## src/rtl/ppu_vec_unit_pkg.sv

```systemverilog
// Shared definitions for the PPU vector unit: operator width, FSM states and
// the lane-count legality check.
package ppu_vec_unit_pkg;

    localparam int PPU_OP_WIDTH = 4;

    localparam logic [PPU_OP_WIDTH-1:0] PPU_OP_ADD = 4'h0;

    typedef enum logic [1:0] {
        ST_IDLE  = 2'd0,
        ST_ISSUE = 2'd1,
        ST_BUSY  = 2'd2,
        ST_DONE  = 2'd3
    } ppu_state_e;

    function automatic bit ppu_lanes_legal(input int lanes);
        return (lanes == 1) || (lanes == 2) || (lanes == 4);
    endfunction

endpackage

```

## src/rtl/ppu_lane_collect.sv

```systemverilog
// Per-lane completion tracker: remembers the first result strobe of a lane
// and zeroes the slice if the operation is aborted before the lane finished.
module ppu_lane_collect #(
    parameter int LW = 16
) (
    input  logic          clk_i,
    input  logic          rst_i,
    input  logic          clr_i,
    input  logic          cap_en_i,
    input  logic          abort_i,
    input  logic          strobe_i,
    input  logic [LW-1:0] res_i,
    output logic          done_o,
    output logic [LW-1:0] slice_o
);

    logic          done_q, done_d;
    logic [LW-1:0] slice_q, slice_d;

    always_comb begin
        done_d  = done_q;
        slice_d = slice_q;
        if (clr_i) begin
            done_d = 1'b0;
        end else if (cap_en_i && strobe_i && !done_q) begin
            done_d  = 1'b1;
            slice_d = res_i;
        end else if (abort_i && !done_q) begin
            // a strobe in the abort cycle still counts as finished
            slice_d = '0;
        end
    end

    always_ff @(posedge clk_i) begin
        if (rst_i) begin
            done_q  <= 1'b0;
            slice_q <= '0;
        end else begin
            done_q  <= done_d;
            slice_q <= slice_d;
        end
    end

    assign done_o  = done_q;
    assign slice_o = slice_q;

endmodule

```

## src/rtl/ppu_vec_unit.sv

```systemverilog
// PPU vector unit: latches a request, starts all lanes, collects per-lane
// results and holds the packed result until consumed.
// Optional watchdog abort in BUSY is enabled by macro PPU_VEC_TIMEOUT_EN.
module ppu_vec_unit
    import ppu_vec_unit_pkg::*;
#(
    parameter int LANES          = 2,
    parameter int OP_W           = PPU_OP_WIDTH,
    parameter int TIMEOUT_CYCLES = 64
) (
    input  logic             clk_i,
    input  logic             rst_i,
    input  logic             in_valid_i,
    output logic             in_ready_o,
    input  logic [OP_W-1:0]  op_i,
    input  logic [31:0]      operand_a_i,
    input  logic [31:0]      operand_b_i,
    output logic [31:0]      result_o,
    output logic             out_valid_o,
    input  logic             out_ready_i,
    output logic             lane_start_o,
    output logic [OP_W-1:0]  lane_op_o,
    output logic [31:0]      lane_op_a_o,
    output logic [31:0]      lane_op_b_o,
    input  logic [LANES-1:0] lane_valid_i,
    input  logic [31:0]      lane_result_i,
    output logic             err_o
);

    localparam int LW = 32 / LANES;

    if (!ppu_lanes_legal(LANES) || TIMEOUT_CYCLES < 1) begin : g_bad_config
        $error("ppu_vec_unit: LANES must be 1, 2 or 4 and TIMEOUT_CYCLES >= 1");
    end

    ppu_state_e            state_q, state_d;
    logic [OP_W-1:0]       lane_op_q, lane_op_d;
    logic [31:0]           op_a_q, op_a_d;
    logic [31:0]           op_b_q, op_b_d;
    logic [LANES-1:0]      done_mask;
    logic [LANES-1:0]      strobe_hit;
    logic [LANES-1:0][LW-1:0] slices;
    logic                  cap_en;
    logic                  all_done;
    logic                  clr;
    logic                  timeout;

    assign cap_en     = (state_q == ST_ISSUE) || (state_q == ST_BUSY);
    assign strobe_hit = lane_valid_i & {LANES{cap_en}};
    assign all_done   = &(done_mask | strobe_hit);
    assign clr        = (state_q == ST_DONE) && out_ready_i;

`ifdef PPU_VEC_TIMEOUT_EN
    localparam int CNT_W = $clog2(TIMEOUT_CYCLES + 1);

    logic [CNT_W-1:0] cnt_q, cnt_d;
    logic             err_q, err_d;

    assign timeout = (state_q == ST_BUSY) && !all_done &&
                     (cnt_q == CNT_W'(TIMEOUT_CYCLES - 1));

    always_comb begin
        cnt_d = '0;
        if (state_q == ST_BUSY) begin
            cnt_d = cnt_q + CNT_W'(1);
        end
        err_d = err_q;
        if (timeout) begin
            err_d = 1'b1;
        end else if (clr) begin
            err_d = 1'b0;
        end
    end

    always_ff @(posedge clk_i) begin
        if (rst_i) begin
            cnt_q <= '0;
            err_q <= 1'b0;
        end else begin
            cnt_q <= cnt_d;
            err_q <= err_d;
        end
    end

    assign err_o = err_q;
`else
    assign timeout = 1'b0;
    assign err_o   = 1'b0;
`endif

    always_comb begin
        state_d   = state_q;
        lane_op_d = lane_op_q;
        op_a_d    = op_a_q;
        op_b_d    = op_b_q;
        case (state_q)
            ST_IDLE: begin
                if (in_valid_i) begin
                    state_d   = ST_ISSUE;
                    lane_op_d = op_i;
                    op_a_d    = operand_a_i;
                    op_b_d    = operand_b_i;
                end
            end
            // ISSUE always passes through BUSY so completion takes >= 2 cycles
            ST_ISSUE: state_d = ST_BUSY;
            ST_BUSY: begin
                if (all_done || timeout) begin
                    state_d = ST_DONE;
                end
            end
            ST_DONE: begin
                if (out_ready_i) begin
                    state_d = ST_IDLE;
                end
            end
            default: state_d = ST_IDLE;
        endcase
    end

    always_ff @(posedge clk_i) begin
        if (rst_i) begin
            state_q   <= ST_IDLE;
            lane_op_q <= '0;
            op_a_q    <= '0;
            op_b_q    <= '0;
        end else begin
            state_q   <= state_d;
            lane_op_q <= lane_op_d;
            op_a_q    <= op_a_d;
            op_b_q    <= op_b_d;
        end
    end

    for (genvar k = 0; k < LANES; k++) begin : g_lane
        ppu_lane_collect #(
            .LW(LW)
        ) u_collect (
            .clk_i   (clk_i),
            .rst_i   (rst_i),
            .clr_i   (clr),
            .cap_en_i(cap_en),
            .abort_i (timeout),
            .strobe_i(lane_valid_i[k]),
            .res_i   (lane_result_i[k*LW +: LW]),
            .done_o  (done_mask[k]),
            .slice_o (slices[k])
        );
    end

    assign result_o     = slices;
    assign in_ready_o   = (state_q == ST_IDLE);
    assign lane_start_o = (state_q == ST_ISSUE);
    assign out_valid_o  = (state_q == ST_DONE);
    assign lane_op_o    = lane_op_q;
    assign lane_op_a_o  = op_a_q;
    assign lane_op_b_o  = op_b_q;

endmodule

```

## config.mk

```make
export PLATFORM = sky130hd
export DESIGN_NAME = ppu_vec_unit
export DESIGN_NICKNAME = d
export VERILOG_FILES = /design/src/rtl/ppu_vec_unit_pkg.sv /design/src/rtl/ppu_lane_collect.sv /design/src/rtl/ppu_vec_unit.sv
export SDC_FILE = /design/constraint.sdc
export NUM_CORES = 1
export LEC_CHECK = 0
export ABC_AREA = 1
export BUFFER_PORTS_ARGS = -buffer_cell sky130_fd_sc_hd__buf_2
export CAP_MARGIN = 5
export CORE_UTILIZATION = 35
export DETAILED_ROUTE_END_ITERATION = 8
export PLACE_DENSITY = 0.71
export SLEW_MARGIN = 0
export SYNTH_ARGS = -nofsm -noshare
export SYNTH_HDL_FRONTEND = slang
export SYNTH_SLANG_ARGS = --single-unit
```

## constraint.sdc

```tcl
create_clock -name clk_i -period 1.45 [get_ports clk_i]
set_clock_uncertainty 0.15 [all_clocks]
set_input_delay 0 -clock clk_i [delete_from_list [all_inputs] [get_ports clk_i]]
set_output_delay 0 -clock clk_i [all_outputs]
set_load 0.01 [all_outputs]
```

Yosys cells after proc, flatten, opt, wreduce, memory -nomap -nowiden. Index checks and enable logic that the tools add are counted.

Equality and inequality tests: 6. Mux-type cells: 4. Bitwise logic cells: 3. Reduce and logical (&&, ||, !) cells: 15.

Operators by type and width (number): one-hot mux 2 bit (4 select lines) (1); AND reduction 2 bit (4); 2-to-1 mux 2 bit (3); logical AND 1 bit (5); == test 2 bit (second input constant) (2); inequality test 2 bit (second input constant) (2); AND reduction 3 bit (1); bitwise AND 2 bit (1); == test 2 x 1 -> 1 bit (second input constant) (1); logical NOT 1 bit (2); logical NOT 2 bit (1); inequality test 2 x 1 -> 1 bit (second input constant) (1); bitwise OR 2 bit (1); OR reduction 2 bit (1); logical OR 1 bit (1); NOT 1 bit (1).

Register bits after elaboration: 104. Input port bits: 106. Output and inout port bits: 104. Logic and storage cells: 36.

Longest topological paths before layout.
Depth after elaboration: 7. Gate-level depth with buffers: 9. Depth with buffers taken out: 9.

Modules after synthesis. A second synthesis with hierarchy kept.

Cell total of the unflattened synthesis: 621. Area, all modules: 4259.1 um^2.

By module, submodules not included: ppu_vec_unit (instances 1, cells an instance 331, area an instance 2592.5 um^2, sequential area each 1401.3 um^2); ppu_lane_collect (instances 2, cells an instance 145, area an instance 833.3 um^2, sequential area each 340.3 um^2).

Worst setup path after synthesis. No wires, ideal clock.

Path kind: reg2reg. Start: reg state_q[1]. End: reg g_lane[0].u_collect.slice_q[10]. Setup time: 116 ps. Arrival: 1315 ps. Data required time: 1184 ps. Setup slack: -131 ps. Cell stages (with the launch flop): 7. Buffers on the path: 1. Clock period less this slack: 1581 ps. Cell sequence: dfxtp_1 -> inv_1 -> ha_1 -> nand4_2 -> clkbuf_1 -> o21ai_0 -> nor2_1.

Longest elaborated chain between the ends: 5. Elaborated cells between the ends (all ways): 9. Those cells by class: eq/ne (3); bitwise (1); reduce/logical (5).

RTL lines: start, declared (line ppu_vec_unit.sv:36) `ppu_state_e state_q, state_d;`; start signal, assigned (line ppu_vec_unit.sv:128) `state_q <= state_d;`; == test 2 x 1 -> 1 bit / == test 2 bit (equally long branches) (line ppu_vec_unit.sv:48) `assign cap_en = (state_q == ST_ISSUE) || (state_q == ST_BUSY);`; logical OR 1 bit (line ppu_vec_unit.sv:48); logical AND 1 bit (2 in series) (line ppu_lane_collect.sv:25) `end else if (cap_en_i && strobe_i && !done_q) begin`; AND reduction 2 bit (no source line) (*); end signal, assigned (line ppu_lane_collect.sv:40) `slice_q <= slice_d;`; end, declared (line ppu_lane_collect.sv:18) `logic [LW-1:0] slice_q, slice_d;`.

Mark *: on every way between the ends. The rest lies on a longest branch, timed or not. A chain may end at the register's enable or synchronous reset.

Final worst setup path.
Start: reg state_q[0]. End: reg g_lane[1].u_collect.slice_q[12].

Longest elaborated chain between the ends: 5. Elaborated cells between the ends (all ways): 9. Those cells by class: eq/ne (3); bitwise (1); reduce/logical (5).

RTL lines (line): == test 2 x 1 -> 1 bit / == test 2 bit (equally long branches) (ppu_vec_unit.sv:48); logical OR 1 bit (ppu_vec_unit.sv:48); logical AND 1 bit (2 in series) (ppu_lane_collect.sv:25); AND reduction 2 bit (no source line) (*); end signal, assigned (ppu_lane_collect.sv:40); end, declared (ppu_lane_collect.sv:18).

Marked as above.

==> results.ini <==
[worst_setup_path]
path_delay_family=flip-flops
crit_buf_inv=2
cp.arrival_ps=1620
required_ps=1570
slowest_delay_ps=370
slowest_stage=dfxtp_2
reg2reg_slack_ps=-60
path_cells=inv_2 -> ha_4 -> nand4_4 -> buf_6 -> o21ai_2 -> nor2_1
reg2reg_depth=6
startpoint_type=flop
critPathMaxFanout=8
worst_r2r_endpoint=g_lane[1].u_collect.slice_o[12]
r2r-start=state_q[0]
crit_path_end_kind=flop
critical_path_class=reg2reg

[clock_tree]
clock-root-buffer=clkbuf_8
htreeDepth=3
cts_buffers=9
cts_num_sinks=104
clk_latency_ps=360
cts_buffer_depth=2
path_clk_slew_ps=100
cts_tree=built

[finish]
fillers=860
nNetsFinal=899
fin_area_um2=6467
num_antenna_cells=0
multiInputGateArea_um2=1632
regArea_um2=2085
drive_gt1_frac=0.3670
areaGrowthSynthToFinish_pct=74.39

[drt]
via_per_inst=4.715
drtIter0Drc=279
drtPass1Iterations=4
drtAntennaViolNets=0
route.detailed.drc=0
post_drt_wl_per_cell_um=14.08
vias=4380
wl_mm=13.08

[worst_hold_path]
holdPathStages=4
hp-class=in2reg
min_to=g_lane[1].u_collect.slice_o[9]
hold_start=lane_result_i[25]

[run_status]
outcome=finished with violations
violations=negative setup slack

[die]
core_um2=10280
die_w_um=104.9
num_rows=37
io-pin-count=210
dieArea_um2=11010
dieHeight_um=104.9
initial_core_util=0.3608

[run]
maxCapViolCount=0

[power_and_ir_drop]
pwr_density_cell_nw_per_um2=1652
finalPower_mw=10.69
ir_drop_v=0.0007748
leakage_nw=3.105

[yosys]
syn_area_um2=3709
syn_nets=584
ys_types=20
netlist_instances=474
synth_warnings=0
yosysSeqAreaShare=0.5614
ys_seq_elements=104
synth_area_per_cell_um2=7.824

[timing]
fin_hold_ws_ps=256.5
timing.final.ws_setup_ps=-56.85
fmax_ghz=0.6636
setup_viol_count_final=26
rsz0062_at_grt=true
maxSlewViolCount=0
period_needed_ps=1507
hold_viol=0
fin_setup_tns_ps=-480.8
finalCritPeriodShare=1.039

[place]
place_area_um2=4930
post-dp-hpwl_mm=6.960
io_buffers=208
pre_cts_slack_ps=-170.0
gp_congestion=0.8001

[global_routing]
antenna_found_initial=0
grtUsageTotal=0.2189
grt_max_degree=83
grt_overflow=0
grt_pass1_wl_mm=19.29
grt_pass1_vias=4160

==> stage by stage <==
| stage | instances | utilization |
|---|---|---|
| 6_report | 929 | 0.6293 |
| 5_1_grt | 929 | 0.6293 |
| 4_1_cts | 925 | 0.6118 |
| 3_5_place_dp | 801 | 0.4797 |
| 3_3_place_gp | 801 | 0.4797 |
| 2_1_floorplan | 474 | - |
==> Yosys cell counts <==
cell | n | share of area
dfxtp_1 | 104 | 0.56
buf_8 | 2 | 0.0081
nand2_2 | 1 | 0.0017
and3_1 | 2 | 0.0034
nand2_1 | 12 | 0.012
buf_2 | 2 | 0.0027
clkbuf_2 | 3 | 0.0040
a21oi_1 | 2 | 0.0027
buf_1 | 1 | 0.0010
nand3_1 | 1 | 0.0013
o21ai_1 | 3 | 0.0040
inv_2 | 3 | 0.0030
conb_1 | 1 | 0.0010
buf_4 | 5 | 0.010
clkbuf_1 | 17 | 0.017
o21ai_0 | 98 | 0.13
nor2_1 | 202 | 0.20
ha_1 | 4 | 0.013
inv_1 | 9 | 0.0091
nand4_2 | 2 | 0.0067
==> placed cells by master, fill, tap and decap left out, types with 2 or more instances in the layout <==
cell           instances
nand2_2                4
clkinv_2               2
buf_6                  5
ha_1                   2
nor2_2                 5
dfxtp_1              102
inv_2                  3
buf_4                  8
dlygate4sd3_1        105
dfxtp_2                2
buf_12                 3
clkbuf_8              10
inv_1                  6
o21ai_1               47
o21ai_0               32
and3_1                 2
nand4_4                4
o21ai_2               22
nand2_1                7
nor2_1               197
buf_2                208
clkinv_4               2
clkbuf_16              2
==> state kept, by name (all words and copies together) (netlist names) <==
signal / count
g_lane.u_collect.slice_o: 32
lane_op_a_o: 32
lane_op_b_o: 32
lane_op_o: 4
g_lane.u_collect.done_o: 2
state_q: 2
==> area by class of cell <==
cell class	instances	area share
clock inverter	5	0.008706
sequential	104	0.3223
timing repair buffer	331	0.3585
timing repair inverter	1	0.001354
inverter	12	0.009286
clock buffer	10	0.02128
tap	136	0.02631
multi-input combinational	330	0.2523
==> worst register-to-register path, stage by stage, from the launching register on <==
cell,delay (ps)
dfxtp_2,370
inv_2,50
ha_4,340
nand4_4,130
buf_6,180
o21ai_2,140
nor2_1,50
==> worst max path at each step <==
stage | startpoint | to | slack [ps] | cells past startpoint
floorplan | state_q[0] | g_lane[0].u_collect.slice_o[10] | 10 | 6
CTS | state_q[0] | g_lane[1].u_collect.slice_o[1] | -30 | 6
finish | state_q[0] | g_lane[1].u_collect.slice_o[12] | -60 | 6
global placement | state_q[1] | g_lane[0].u_collect.slice_o[11] | -110 | 6
global route | state_q[0] | g_lane[1].u_collect.slice_o[1] | -110 | 6
detailed placement | state_q[1] | g_lane[0].u_collect.slice_o[11] | -170 | 6
==> routing by layer <==
layer  routed length [um]  global-route usage  part of all wire
met4                  359              0.1107             0.027
met2                 6804              0.4044              0.52
met5                    0                   0                 0
met3                  851             0.04492             0.065
met1                 5066              0.2347              0.39
==> what timing repair did <==
action | 4_1_cts | 5_1_grt
resized for setup | 38 | 81
buffers inserted | 2 | 1
cloned | 2 | 3
setup endpoints to repair | 89 | 97
hold buffers | 105 | 0
hold endpoints to repair | 104 | 0
pin swaps | 5 | 14
==> cell families after synthesis <==
family                   after synthesis  share of synthesized area
AND/OR/NAND/NOR                      220                     0.2298
flip-flops                           104                     0.5614
AO/OA/AOI/OAI                        103                     0.1390
buffers and inverters                 42                    0.05533
adder cells (fa/ha/maj)                4                    0.01350
other                                  1                   0.001011
==> power by group <==
group	total [mW]	leakage, nW	internal, mW	switching, mW
logic	4.64	2.15	2.00	2.64
clock network	1.83	0.0985	0.838	0.990
registers	4.22	0.859	3.75	0.470
Note: power is estimated with default switching activity, not from simulation.
